File: src/rtl/act_buf_pkg.sv
// ---------------------------------------------------------------------------------------------
// act_buf_pkg
// Shared definitions for the activation-buffer controllers (read-side stream sequencer and the
// DMA write-side controller).
//   ACT_DATA_WIDTH / ACT_ADDR_WIDTH / ACT_CNT_W : default buffer geometry
//   act_stream_state_e                          : stream sequencer FSM states
//   act_desc_t                                  : tile descriptor {base, count, stride}
// ---------------------------------------------------------------------------------------------
package act_buf_pkg;

    localparam int unsigned ACT_DATA_WIDTH = 128;
    localparam int unsigned ACT_ADDR_WIDTH = 14;
    localparam int unsigned ACT_CNT_W      = 16;

    typedef enum logic [1:0] {
        StIdle  = 2'd0,
        StRun   = 2'd1,
        StFlush = 2'd2
    } act_stream_state_e;

    typedef struct packed {
        logic [ACT_ADDR_WIDTH-1:0] base;
        logic [ACT_CNT_W-1:0]      count;
        logic [ACT_ADDR_WIDTH-1:0] stride;
    } act_desc_t;

endpackage

File: src/rtl/act_stream_fifo.sv
// ---------------------------------------------------------------------------------------------
// act_stream_fifo
// Synchronous first-word-fall-through FIFO. No handshake logic: the parent guarantees that a
// push never arrives while full without a matching pop. DEPTH must be a power of 2 (>= 2).
// Ports:
//   clk, rst_n  : clock, asynchronous active-low reset
//   i_clear     : drop all entries (wins over push/pop)
//   i_push      : write i_wdata
//   i_pop       : remove head entry
//   o_rdata     : head entry (valid when !o_empty)
//   o_count     : number of stored entries
//   o_full      : count == DEPTH
//   o_empty     : count == 0
// ---------------------------------------------------------------------------------------------
module act_stream_fifo #(
    parameter int unsigned WIDTH = 128,
    parameter int unsigned DEPTH = 4
) (
    input  logic                     clk,
    input  logic                     rst_n,
    input  logic                     i_clear,
    input  logic                     i_push,
    input  logic                     i_pop,
    input  logic [WIDTH-1:0]         i_wdata,
    output logic [WIDTH-1:0]         o_rdata,
    output logic [$clog2(DEPTH):0]   o_count,
    output logic                     o_full,
    output logic                     o_empty
);

    localparam int unsigned AW = $clog2(DEPTH);
    localparam int unsigned CW = AW + 1;
    localparam logic [CW-1:0] FullCnt = CW'(DEPTH);

    logic [WIDTH-1:0] r_mem [DEPTH];
    logic [AW-1:0]    r_wr_ptr;
    logic [AW-1:0]    r_rd_ptr;
    logic [CW-1:0]    r_count;
    logic             w_push;
    logic             w_pop;

    assign o_full  = (r_count == FullCnt);
    assign o_empty = (r_count == '0);
    assign o_count = r_count;
    assign o_rdata = r_mem[r_rd_ptr];

    assign w_pop  = i_pop && !o_empty && !i_clear;
    assign w_push = i_push && (!o_full || w_pop) && !i_clear;

    // Storage is reset so the head reads as zero out of reset.
    always_ff @(posedge clk or negedge rst_n) begin
        if (!rst_n) begin
            for (int unsigned i = 0; i < DEPTH; i++) begin
                r_mem[i] <= '0;
            end
        end else if (w_push) begin
            r_mem[r_wr_ptr] <= i_wdata;
        end
    end

    always_ff @(posedge clk or negedge rst_n) begin
        if (!rst_n) begin
            r_wr_ptr <= '0;
            r_rd_ptr <= '0;
            r_count  <= '0;
        end else if (i_clear) begin
            r_wr_ptr <= '0;
            r_rd_ptr <= '0;
            r_count  <= '0;
        end else begin
            if (w_push) begin
                r_wr_ptr <= r_wr_ptr + AW'(1);
            end
            if (w_pop) begin
                r_rd_ptr <= r_rd_ptr + AW'(1);
            end
            if (w_push && !w_pop) begin
                r_count <= r_count + CW'(1);
            end else if (!w_push && w_pop) begin
                r_count <= r_count - CW'(1);
            end
        end
    end

endmodule

File: src/rtl/act_buf_stream_ctrl.sv
// ---------------------------------------------------------------------------------------------
// act_buf_stream_ctrl
// Read-side sequencer for activation-buffer port B. Walks a tile descriptor (base, count,
// stride), issues registered reads, captures returning words READ_LAT cycles later into an
// output FWFT FIFO and streams them out over valid/ready. A read is only launched when a FIFO
// slot is reserved for it (fifo_count + inflight < FIFO_DEPTH), so backpressure never drops data.
// Optional feature macro: ACT_STREAM_PERF_EN adds perf_stall_cnt / perf_starve_cnt.
// Ports:
//   clk, rst_n                     : clock, asynchronous active-low reset
//   cfg_start                      : pulse, latch cfg_base/cfg_count/cfg_stride and start
//   cfg_base/cfg_count/cfg_stride  : tile descriptor
//   abort                          : pulse, cancel the running stream (no done)
//   busy                           : stream active (RUN or FLUSH)
//   done                           : pulse, cycle after the final word transfers
//   buf_en/buf_addr                : read request to buffer port B
//   buf_rdata                      : read data from buffer port B
//   m_valid/m_data/m_last/m_ready  : output stream
//   perf_stall_cnt                 : (ACT_STREAM_PERF_EN) cycles with m_valid && !m_ready
//   perf_starve_cnt                : (ACT_STREAM_PERF_EN) RUN cycles with FIFO empty, reads left
// ---------------------------------------------------------------------------------------------
module act_buf_stream_ctrl
    import act_buf_pkg::*;
#(
    parameter int unsigned DATA_WIDTH = ACT_DATA_WIDTH,
    parameter int unsigned ADDR_WIDTH = ACT_ADDR_WIDTH,
    parameter int unsigned CNT_W      = ACT_CNT_W,
    parameter int unsigned READ_LAT   = 1,
    parameter int unsigned FIFO_DEPTH = 4
) (
    input  logic                  clk,
    input  logic                  rst_n,
    input  logic                  cfg_start,
    input  logic [ADDR_WIDTH-1:0] cfg_base,
    input  logic [CNT_W-1:0]      cfg_count,
    input  logic [ADDR_WIDTH-1:0] cfg_stride,
    input  logic                  abort,
    output logic                  busy,
    output logic                  done,
    output logic                  buf_en,
    output logic [ADDR_WIDTH-1:0] buf_addr,
    input  logic [DATA_WIDTH-1:0] buf_rdata,
    output logic                  m_valid,
    output logic [DATA_WIDTH-1:0] m_data,
    output logic                  m_last,
    input  logic                  m_ready
`ifdef ACT_STREAM_PERF_EN
    ,
    output logic [31:0]           perf_stall_cnt,
    output logic [31:0]           perf_starve_cnt
`endif
);

    localparam int unsigned CW = $clog2(FIFO_DEPTH) + 1;
    localparam logic [CW:0]      DepthCmp = (CW + 1)'(FIFO_DEPTH);
    localparam logic [CW-1:0]    InfOne   = CW'(1);
    localparam logic [CNT_W-1:0] CntOne   = CNT_W'(1);

    act_stream_state_e r_state;
    act_stream_state_e w_state_d;

    logic [CNT_W-1:0]      r_count;
    logic [ADDR_WIDTH-1:0] r_stride;
    logic [ADDR_WIDTH-1:0] r_next_addr;
    logic [CNT_W-1:0]      r_issued;
    logic [CNT_W-1:0]      r_accepted;
    logic [CW-1:0]         r_inflight;
    logic [CW-1:0]         w_inflight_d;
    logic [READ_LAT-1:0]   r_vpipe;
    logic                  r_buf_en;
    logic [ADDR_WIDTH-1:0] r_buf_addr;
    logic                  r_done;
    logic                  w_done_d;

    logic                  w_start;
    logic                  w_start_run;
    logic                  w_abort;
    logic                  w_xfer;
    logic                  w_last_xfer;
    logic                  w_capture;
    logic                  w_credit_ok;
    logic                  w_issue;
    logic                  w_push;

    logic [DATA_WIDTH-1:0] w_fifo_rdata;
    logic [CW-1:0]         w_fifo_count;
    logic                  w_fifo_full;
    logic                  w_fifo_empty;

    // ------------------------------------------------------------------------------------------
    // Decode
    // ------------------------------------------------------------------------------------------
    always_comb begin
        w_start     = cfg_start && (r_state == StIdle);
        w_start_run = w_start && (cfg_count != '0);
        w_abort     = abort && (r_state == StRun);
        w_xfer      = m_valid && m_ready;
        w_last_xfer = w_xfer && m_last;
        // The valid pipe marks the cycle in which buf_rdata holds the word for an earlier read.
        w_capture   = r_vpipe[READ_LAT-1];
        // Every outstanding read owns a FIFO slot, so capture can never overflow the FIFO.
        w_credit_ok = !w_fifo_full &&
                      (({1'b0, w_fifo_count} + {1'b0, r_inflight}) < DepthCmp);
        w_issue     = (r_state == StRun) && !abort && (r_issued < r_count) && w_credit_ok;
        // Words landing during FLUSH or in the abort cycle are discarded.
        w_push      = w_capture && (r_state == StRun) && !abort;
    end

    always_comb begin
        w_inflight_d = r_inflight;
        if (w_issue && !w_capture) begin
            w_inflight_d = r_inflight + InfOne;
        end else if (!w_issue && w_capture) begin
            w_inflight_d = r_inflight - InfOne;
        end
    end

    // ------------------------------------------------------------------------------------------
    // FSM
    // ------------------------------------------------------------------------------------------
    always_comb begin
        w_state_d = r_state;
        w_done_d  = 1'b0;
        unique case (r_state)
            StIdle: begin
                if (w_start_run) begin
                    w_state_d = StRun;
                end else if (w_start) begin
                    w_done_d = 1'b1;
                end
            end
            StRun: begin
                if (abort) begin
                    w_state_d = StFlush;
                end else if (w_last_xfer) begin
                    w_state_d = StIdle;
                    w_done_d  = 1'b1;
                end
            end
            StFlush: begin
                if (w_inflight_d == '0) begin
                    w_state_d = StIdle;
                end
            end
            default: begin
                w_state_d = StIdle;
            end
        endcase
    end

    always_ff @(posedge clk or negedge rst_n) begin
        if (!rst_n) begin
            r_state <= StIdle;
            r_done  <= 1'b0;
        end else begin
            r_state <= w_state_d;
            r_done  <= w_done_d;
        end
    end

    // ------------------------------------------------------------------------------------------
    // Descriptor, issue side and read-valid pipe
    // ------------------------------------------------------------------------------------------
    always_ff @(posedge clk or negedge rst_n) begin
        if (!rst_n) begin
            r_count     <= '0;
            r_stride    <= '0;
            r_next_addr <= '0;
            r_issued    <= '0;
            r_accepted  <= '0;
            r_buf_en    <= 1'b0;
            r_buf_addr  <= '0;
        end else begin
            r_buf_en <= w_issue;
            if (w_start_run) begin
                r_count     <= cfg_count;
                r_stride    <= cfg_stride;
                r_next_addr <= cfg_base;
                r_issued    <= '0;
                r_accepted  <= '0;
            end else begin
                if (w_issue) begin
                    r_buf_addr  <= r_next_addr;
                    r_next_addr <= r_next_addr + r_stride;
                    r_issued    <= r_issued + CntOne;
                end
                if (w_xfer && (r_state == StRun)) begin
                    r_accepted <= r_accepted + CntOne;
                end
            end
        end
    end

    always_ff @(posedge clk or negedge rst_n) begin
        if (!rst_n) begin
            r_vpipe    <= '0;
            r_inflight <= '0;
        end else begin
            r_vpipe[0] <= r_buf_en;
            for (int unsigned i = 1; i < READ_LAT; i++) begin
                r_vpipe[i] <= r_vpipe[i-1];
            end
            r_inflight <= w_inflight_d;
        end
    end

    // ------------------------------------------------------------------------------------------
    // Output FIFO
    // ------------------------------------------------------------------------------------------
    act_stream_fifo #(
        .WIDTH (DATA_WIDTH),
        .DEPTH (FIFO_DEPTH)
    ) u_fifo (
        .clk     (clk),
        .rst_n   (rst_n),
        .i_clear (w_abort),
        .i_push  (w_push),
        .i_pop   (w_xfer),
        .i_wdata (buf_rdata),
        .o_rdata (w_fifo_rdata),
        .o_count (w_fifo_count),
        .o_full  (w_fifo_full),
        .o_empty (w_fifo_empty)
    );

    assign busy     = (r_state != StIdle);
    assign done     = r_done;
    assign buf_en   = r_buf_en;
    assign buf_addr = r_buf_addr;
    assign m_valid  = !w_fifo_empty;
    assign m_data   = w_fifo_rdata;
    // The head is always word number r_accepted of the stream.
    assign m_last   = m_valid && (r_accepted == (r_count - CntOne));

`ifdef ACT_STREAM_PERF_EN
    // ------------------------------------------------------------------------------------------
    // Performance counters (saturating)
    // ------------------------------------------------------------------------------------------
    logic [31:0] r_stall_cnt;
    logic [31:0] r_starve_cnt;

    always_ff @(posedge clk or negedge rst_n) begin
        if (!rst_n) begin
            r_stall_cnt  <= '0;
            r_starve_cnt <= '0;
        end else if (w_start) begin
            r_stall_cnt  <= '0;
            r_starve_cnt <= '0;
        end else begin
            if (m_valid && !m_ready && (r_stall_cnt != '1)) begin
                r_stall_cnt <= r_stall_cnt + 32'd1;
            end
            if ((r_state == StRun) && w_fifo_empty && (r_issued < r_count) &&
                (r_starve_cnt != '1)) begin
                r_starve_cnt <= r_starve_cnt + 32'd1;
            end
        end
    end

    assign perf_stall_cnt  = r_stall_cnt;
    assign perf_starve_cnt = r_starve_cnt;
`endif

endmodule
File: config.mk
export PLATFORM = sky130hd
export DESIGN_NAME = act_buf_stream_ctrl
export DESIGN_NICKNAME = d
export VERILOG_FILES = /design/src/rtl/act_buf_pkg.sv /design/src/rtl/act_stream_fifo.sv /design/src/rtl/act_buf_stream_ctrl.sv
export SDC_FILE = /design/constraint.sdc
export NUM_CORES = 1
export LEC_CHECK = 0
export ABC_AREA = 1
export ABC_CLOCK_PERIOD_IN_PS = 4300
export CELL_PAD_IN_SITES_DETAIL_PLACEMENT = 2
export CELL_PAD_IN_SITES_GLOBAL_PLACEMENT = 2
export CORE_MARGIN = 3
export CORE_UTILIZATION = 41
export DETAILED_ROUTE_END_ITERATION = 10
export DONT_BUFFER_PORTS = 1
export PLACE_DENSITY = 0.92
export RECOVER_POWER = 50
export SYNTH_ARGS = -nofsm -noshare
export SYNTH_HDL_FRONTEND = slang
export SYNTH_HIERARCHICAL = 1
export SYNTH_SLANG_ARGS = --single-unit
File: constraint.sdc
create_clock -name clk -period 4.3 [get_ports clk]
set_clock_uncertainty 0.15 [all_clocks]
set_input_delay 0.86 -clock clk [delete_from_list [all_inputs] [get_ports clk]]
set_output_delay 0.86 -clock clk [all_outputs]
set_load 0.02 [all_outputs]
# Word-level counts from Yosys, hierarchy flattened
# Cells that the tools add are included.
[totals] elab_cells=118 register_bits=617 in_bits=177
[op_classes] n_reduce_logical=43 n_mux=31 addsub=11 eq_ne=7 magnitude_cmp=5 n_bitwise=3
[ops] cell="512-bit bitwise mux" n=1
[ops] cell="128-bit 2-to-1 mux" n=3
[ops] cell="128-bit binary-select mux with 2-bit select" n=1
[ops] cell="128-bit demux with 2-bit select" n=1
[ops] cell="16-bit 2-to-1 mux" n=4
[ops] cell="16-bit by 1-bit adder with 16-bit output, second input constant" n=2
[ops] cell="14-bit 2-to-1 mux" n=2
[ops] cell="1-bit logical AND" n=22
[ops] cell="16-bit == test" n=1
[ops] cell="16-bit less-than comparator" n=1
[ops] cell="2-bit 2-to-1 mux" n=8
[ops] cell="16-bit nonzero test" n=1
[ops] cell="16-bit by 1-bit subtractor with 16-bit output, second input constant" n=1
[ops] cell="3-bit 2-to-1 mux" n=5
[ops] cell="14-bit adder" n=1
[ops] cell="2-bit nonzero test" n=5
[ops] cell="1-bit logical NOT" n=8
[ops] cell="3-bit by 1-bit adder with 3-bit output, second input constant" n=2
[ops] cell="3-bit >= comparator, second input constant" n=2
[ops] cell="3-bit logical NOT" n=2
[ops] cell="2-bit inverter with 3-bit output" n=2
[ops] cell="2-bit case mux with 3 select lines" n=1
[ops] cell="3-bit by 1-bit subtractor with 3-bit output, second input constant" n=2
[ops] cell="2-bit by 1-bit adder with 2-bit output, second input constant" n=2
[ops] cell="other kinds (16)" n=20

# Longest topological paths before layout
# Gate-level depths: netlist (run 1).
[depth] depth_word=13 depth_mapped=19 depth_no_buf=19

# Modules after synthesis
# The synthesis (run 1) kept the hierarchy.
[modules_own_cells] mod="act_stream_fifo" n_inst=1 area_each_um2=23993.0 cells_each=3010 seq_area_each_um2=12987.5
[modules_own_cells] mod="act_buf_stream_ctrl" n_inst=1 area_each_um2=6130.9 cells_each=800 seq_area_each_um2=2452.4

# Worst setup path before layout (run 1)
# Ideal clock, no wire load.
[synth_path] path_type="register to output" start="register r_count[0]" end="output port m_last" t_arrival_ns=1.719 path_buffers=0 slack_ns=1.571 stages_incl_launch_ff=13 path_cell_list="dfrtp_1 > inv_1 > ha_1 > nand2_2 > nor2_4 > nand4_1 > inv_1 > nand2_1 > nand2_1 > nand4_1 > nor2_1 > nand3_1 > nor2_2"
[synth_via] elab_chain_cells=3
[synth_rtl] item="start, declared" line_no="act_buf_stream_ctrl.sv:61" rtl="logic [CNT_W-1:0] r_count;"
[synth_rtl] item="start signal, assigned" line_no="act_buf_stream_ctrl.sv:175" rtl="r_count <= cfg_count;"
[synth_rtl] item="16-bit by 1-bit subtractor with 16-bit output" line_no="act_buf_stream_ctrl.sv:232" rtl="assign m_last = m_valid && (r_accepted == (r_count - CntOne));"
[synth_rtl] item="16-bit == test" line_no="act_buf_stream_ctrl.sv:232"
[synth_rtl] item="1-bit logical AND" line_no="act_buf_stream_ctrl.sv:232"
[synth_rtl] item="end, declared" line_no="act_buf_stream_ctrl.sv:44" rtl="output logic m_last,"
# No other way between the ends.

==> out/metrics.cfg, run 1 <==
[power_and_ir_drop]
max-vdd-ir-drop_mv = 0.427
totalPowerFinal_mw = 14.9
intPower_mw = 10.4
power_frac_seq_pct = 41.9
p_sw_share_pct = 30.5
switchingPower_mw = 4.55
p_leak_nw = 17.7
pwr-share-comb_pct = 14.4
pwr-share-clk_pct = 43.7
power_density_nw_per_um2 = 450

[cells_and_area]
drive_above_1_share_pct = 6.12
area_growth_pct = 10.2
fill_cells = 7834
nNetsFinal = 3902
design_area_sq_um = 33200
layout_common_cells = nand2_1 (1288), o21ai_0 (637), dfrtp_1 (615), nor2_1 (322), o21ai_1 (179)
diodes = 0
final_common_cell = nand2_1

[outcome]
violations = hold timing, capacitance limit, slew limit, setup timing
status = finished, violations left

[cts]
root_buffer = clkbuf_16
clkSinkCount = 617
tritoncts = yes
post_cts_resized = 0
cts_setup_buffers = 0
cts_buffers = 75
worstSkewPairLatency_ns = 0.65
clock_tree.buffer_depth = 3
h-tree-depth = 3
clk_pin_slew_ns = 0.06

[synth]
avgSynthCellArea_sq_um = 7.91
yosysTopAreaCellShare_pct = 51.3
synth.distinct_cells = 54
syn_inst = 3810
yosysTopAreaCell = dfrtp_1
synthFlopType = dfrtp_1
yosysWarnings = 6
synth-async-reset-ratio_pct = 100
synth_nets = 4028
synthTopCellsByArea = dfrtp_1 (51%), nand2_1 (16%), o21ai_0 (11%)
synth_seq_cells = 617
synth_edf_count = 0
synth_area_sq_um = 30100
ys_seq_area_share_pct = 51.3

[timing]
worst_slack_ns = -0.642
fin_hold_ws_ns = -0.198
worst_slew_pin_slew_ns = 5.47
finalHoldViolations = 72
post-route-min-period_ns = 4.94
slew_violations = 772
max_freq_ghz = 0.202
setup_viol = 36
slew_headroom_pct = -265
post-route-period-util_pct = 115
rsz0062_at_grt = no

[global_routing]
track_usage_pct = 34.2
grt_pass1_vias = 33500
grt_antenna_before_repair = 0
grt_pass1_wl_um = 207000
grt_max_degree = 618
grt_overflow = 0

[floorplan]
die-area_sq_um = 76800
core_area_sq_um = 72100
die_w_um = 277
initial_utilization_pct = 41.8
io_pins = 324
rows = 98
die_y_um = 277

[placed_design]
numPortBuffers = 0
gp_congestion = 0.791
post_dp_cell_area_sq_um = 30800
hpwlAfterDp_um = 69100

[critical_path]
cp.arrival_ns = 3.49
startpoint = rst_n
critPathMaxFanout = 617
worstSetupPathType = primary input to asynchronous set/reset pin
crit_required_ns = 2.85
endpoint_kind = asynchronous set/reset pin
start_kind = primary input
rr_startpoint = u_fifo/o_count[0]

[drt]
dr.pass1.iters = 6
ant_nets = 0
wire_per_inst_um = 28.5
drc = 0
via_count = 28800
drt_iter0_drc = 2169
avgViaCountPerCell = 6.14
routed_wl_um = 134000

[min_path]
hp-class = primary input to asynchronous set/reset pin

[job]
maxCapViolations = 3

## cells by family after synthesis
kind of cell / after synthesis / share of synthesized area (%)
compound gates: 1003 / 17.5
xor+xnor: 39 / 1.18
fa+ha+maj: 41 / 1.75
buf+inv: 381 / 5.68
flops: 617 / 51.3
simple gates: 1729 / 22.7
## layout make-up
| class | instances | area [sq um] | share of cell area (%) |
|---|---|---|---|
| repair buffers | 68 | 683 | 2.06 |
| inverters | 110 | 434 | 1.31 |
| clock inverters | 26 | 329 | 0.991 |
| well taps | 950 | 1190 | 3.58 |
| clock buffers | 110 | 2120 | 6.39 |
| multi-input cells | 2812 | 13000 | 39.1 |
| flip-flops and latches | 617 | 15400 | 46.5 |
## power groups by stage
stage                     logic [mW]  clock network [mW]  registers [mW]
after floorplan                 1.41                   0            6.25
after global placement          1.75                   0            6.31
after global routing            2.35                6.83            6.28
after CTS                       2.14                6.61            6.25
after detailed placement        1.97                   0            6.34
final                           2.14                6.52            6.26
## cell usage after synthesis, types with 27 or more instances
library cell	count
a21oi_1	31
buf_2	94
clkbuf_1	136
dfrtp_1	617
ha_1	39
inv_1	100
nand2_1	1286
nand3_1	40
nor2_1	324
o21ai_0	636
o21ai_1	179
o22ai_1	128
xor2_1	27
## metal layers
layer / global-route usage (%) / up-vias / share of wire [%]
met1: 39.7 / 15100 / 39
li1: - / 12300 / -
met2: 60.5 / 1042 / 51
met5: 0 / - / 0
met4: 15.8 / 0 / 4.6
met3: 6.88 / 384 / 5.8
## state kept, by name (all words and copies together) (netlist names), 14 cells and up
name          flops
r_issued         16
r_accepted       16
r_next_addr      14
r_stride         14
r_count          16
buf_addr         14
u_fifo/r_mem    512
## worst paths after layout
check | end | slack (ns) | depth (start not counted)
setup reg to reg | u_fifo/r_mem[319] | 0.35 | 10
setup / recovery | u_fifo/r_rd_ptr[1] | -0.64 | 0
max in group clk | m_data[121] | 0.24 | 3
hold reg to reg | u_fifo/r_mem[156] | 0.33 | 2
hold / removal | u_fifo/r_mem[157] | -0.20 | 0
min in group clk | u_fifo/r_mem[119] | 0.18 | 2
## through the flow
| step | cells | setup slack (ns) | utilization (%) | setup TNS (ns) |
|---|---|---|---|---|
| floorplan | 3810 | 1.57 | - | 0 |
| CTS | 4693 | 0.290 | 46.1 | 0 |
| detailed placement | 4557 | 0.914 | 42.7 | 0 |
| global placement | 4557 | 1.07 | 42.7 | 0 |
| global route | 4693 | 0.107 | 46.0 | 0 |
| finish | 4693 | -0.642 | 46.0 | -1.01 |
Power figures use the tool's default switching activity.
==> inputs of run 2 (changes only) <==
CORE_UTILIZATION = 45   (was 41)
PLACE_DENSITY = 0.91   (was 0.92)
SYNTH_HIERARCHICAL = unset   (was 1)
==> run 2 against run 1 <==
  * The flow finishes with violations (hold timing, capacitance limit, slew limit)
  * Largest power group is now combinational logic
  * Global-route usage down 4.5 points
  * Hold slack better by 0.018 ns
  * Utilization up 4.3 points
  * Final cell count down 25%
  * First-iteration DRC count down 48%
  * Clock power down 6.3%
==> out/metrics.cfg, run 2 <==
[synth]
syn_inst = 2653
synth_compound_area_share_pct = 9.64
synth_nets = 2872
ys_seq_area_share_pct = 53.1
synth_area_sq_um = 29100
yosysMostFrequentCell = dfrtp_1
synth_mux_area_share_pct = 19.8
yosys.area_share.adder_pct = 1.86
synthXorXnorAreaFrac_pct = 1.12
yosysTopAreaCell = dfrtp_1
yosys.area_share.simple_pct = 9.42
avgSynthCellArea_sq_um = 11.0
yosysWarnings = 0
synthTopCellsByCount = dfrtp_1 (617), mux2_2 (512), o21ai_0 (318)
synth.distinct_cells = 49
synth-async-reset-ratio_pct = 100
yosysTopAreaCellShare_pct = 53.1
synthFlopType = dfrtp_1
synth_top_family_by_area = multiplexers
synth_edf_count = 0
synthTopCellsByArea = dfrtp_1 (53%), mux2_2 (20%), o21ai_0 (5.5%)
synth_seq_cells = 617

[critical_path]
slowest_delay_ns = 0.44
path_cells = inv_1 -> ha_1 -> nand2_1 -> nor2_1 -> nand4_1 -> nor3_2 -> xor2_1 -> nand4_1 -> nor2_1
cp_num_buf_inv = 1
crit_required_ns = 3.29
slowest_stage = nor2_1
cp.arrival_ns = 2.93
worstSetupPathType = register to primary output
start_kind = register
endpoint_kind = primary output
cp_top_family = simple AND/OR/NAND/NOR gates
critPathMaxFanout = 5

[floorplan]
die-area_sq_um = 67700
io_pins = 324
rows = 92
die_y_um = 260
initial_utilization_pct = 45.8
die_w_um = 260
core_area_sq_um = 63400

[cells_and_area]
fin_cells = 3500
multi_input_area_sq_um = 12100
regArea_sq_um = 15400
drive_above_1_share_pct = 25.4
fin_util_pct = 50.4
area_growth_pct = 9.95
fill_cells = 6169
design_area_sq_um = 32000
nNetsFinal = 2817
largest_register_ffs = 512
top_register = u_fifo.r_mem
layout_common_cells = dfrtp_1 (615), mux2_2 (512), o21ai_0 (318), nor2_1 (316), nand2_1 (215)
final_common_cell = dfrtp_1

[timing]
rsz0062_at_grt = no
max_freq_ghz = 0.254
slew_violations = 353
fin_hold_ws_ns = -0.180
worst_slew_pin_slew_ns = 2.42
setup_viol = 0
slew_headroom_pct = -61.4
worst_slack_ns = 0.363
finalHoldViolations = 71
post-route-period-util_pct = 91.6
post-route-min-period_ns = 3.94
tns_ns = 0

[power_and_ir_drop]
intPower_mw = 12.3
power_density_nw_per_um2 = 675
power_frac_seq_pct = 34.4
pwr-share-clk_pct = 28.4
pwr-share-comb_pct = 37.3
switchingPower_mw = 9.24
p_sw_share_pct = 42.9
totalPowerFinal_mw = 21.6
p_leak_nw = 15.4
max-vdd-ir-drop_mv = 0.393

[cts]
clkSinkCount = 617
tritoncts = yes
post_cts_resized = 0
worstSkewPairLatency_ns = 0.61
cts_buffers = 69
clk_pin_slew_ns = 0.06
h-tree-depth = 3
root_buffer = clkbuf_16
clock_tree.buffer_depth = 3
cts_setup_buffers = 0

[global_routing]
grt_pass1_vias = 25200
grt_overflow = 0
grt_pass1_wl_um = 156000
track_usage_pct = 29.7
grt_max_degree = 618
grt_antenna_before_repair = 2

[outcome]
violations = hold timing, capacitance limit, slew limit
status = finished, violations left

[job]
maxCapViolations = 1

[drt]
dr.pass1.iters = 5
routed_wl_um = 101000
ant_nets = 0
wire_per_inst_um = 28.9
via_count = 21000
drt_iter0_drc = 1122
drc = 0
avgViaCountPerCell = 6.01

[placed_design]
numPortBuffers = 0
placedCellCount = 3373
gp_congestion = 0.829
pre_cts_slack_ns = 1.04
post_dp_cell_area_sq_um = 29700
hpwlAfterDp_um = 59800

[min_path]
hp-class = primary input to asynchronous set/reset pin

==> run 2: worst paths after layout <==
path	endpoint	slack [ns]	depth (start not counted)	startpoint
max in group asynchronous	u_fifo.r_mem[146]	2.29	0	rst_n
max reg2reg	r_accepted[15]	0.61	14	u_fifo.o_count[0]
max	m_last	0.36	9	r_count[0]
min reg2reg	u_fifo.r_mem[168]	0.35	1	u_fifo.r_mem[168]
min	u_fifo.r_mem[453]	-0.18	0	rst_n
min in group clk	r_stride[13]	0.22	2	cfg_stride[13]
==> run 2: cell families (layout without fill, tap and decap cells) <==
family | count (synthesis) | after routing
DFF | 617 | 617
xor gates and xnor gates | 37 | 37
muxes | 512 | 512
buffers and inverters | 288 | 288
other | 0 | 1
AOI/OAI and AO/OA | 512 | 512
and+or+nand+nor | 645 | 645
adders and majority gates | 42 | 42
==> run 2: area by class of cell <==
class | count | share of cell area (%)
Clock inverter | 20 | 0.728
Tap cell | 846 | 3.31
Inverter | 131 | 1.56
Multi-Input combinational cell | 1748 | 37.9
Timing Repair Buffer | 31 | 1.57
Antenna cell | 1 | 0.00783
Clock buffer | 106 | 6.54
Sequential cell | 617 | 48.3
==> run 2: metal layers <==
metal	vias to the layer above	share of wire [%]	GRT usage [%]
met4	2	3.9	11.6
met1	11100	38	33.1
met3	232	5.8	7.14
met2	578	52	54.5
met5	-	0.013	0
li1	9062	-	-
==> run 2: worst reg2reg max path, stage by stage, from the launching register on <==
cell and delay (ns):
dfrtp_1 0.40, inv_1 0.13, nand3_1 0.39, nand2_1 0.30, nor2_1 0.37, clkinvlp_2 0.29
nor2_1 0.38, nand3_4 0.12, nor2_1 0.26, nand2_1 0.17, nor2_4 0.14, nand2_2 0.08
nor2_4 0.12, and3_1 0.18, nor3_2 0.04
==> run 2: power by group through the flow <==
stage / Sequential (mW) / Combinational, mW / Clock (mW)
floorplan: 7.09 / 5.57 / 0
global placement: 7.33 / 7.12 / 0
detailed placement: 7.44 / 7.73 / 0
CTS: 7.39 / 8.07 / 6.25
global route: 7.49 / 8.71 / 6.47
finish: 7.41 / 8.03 / 6.11
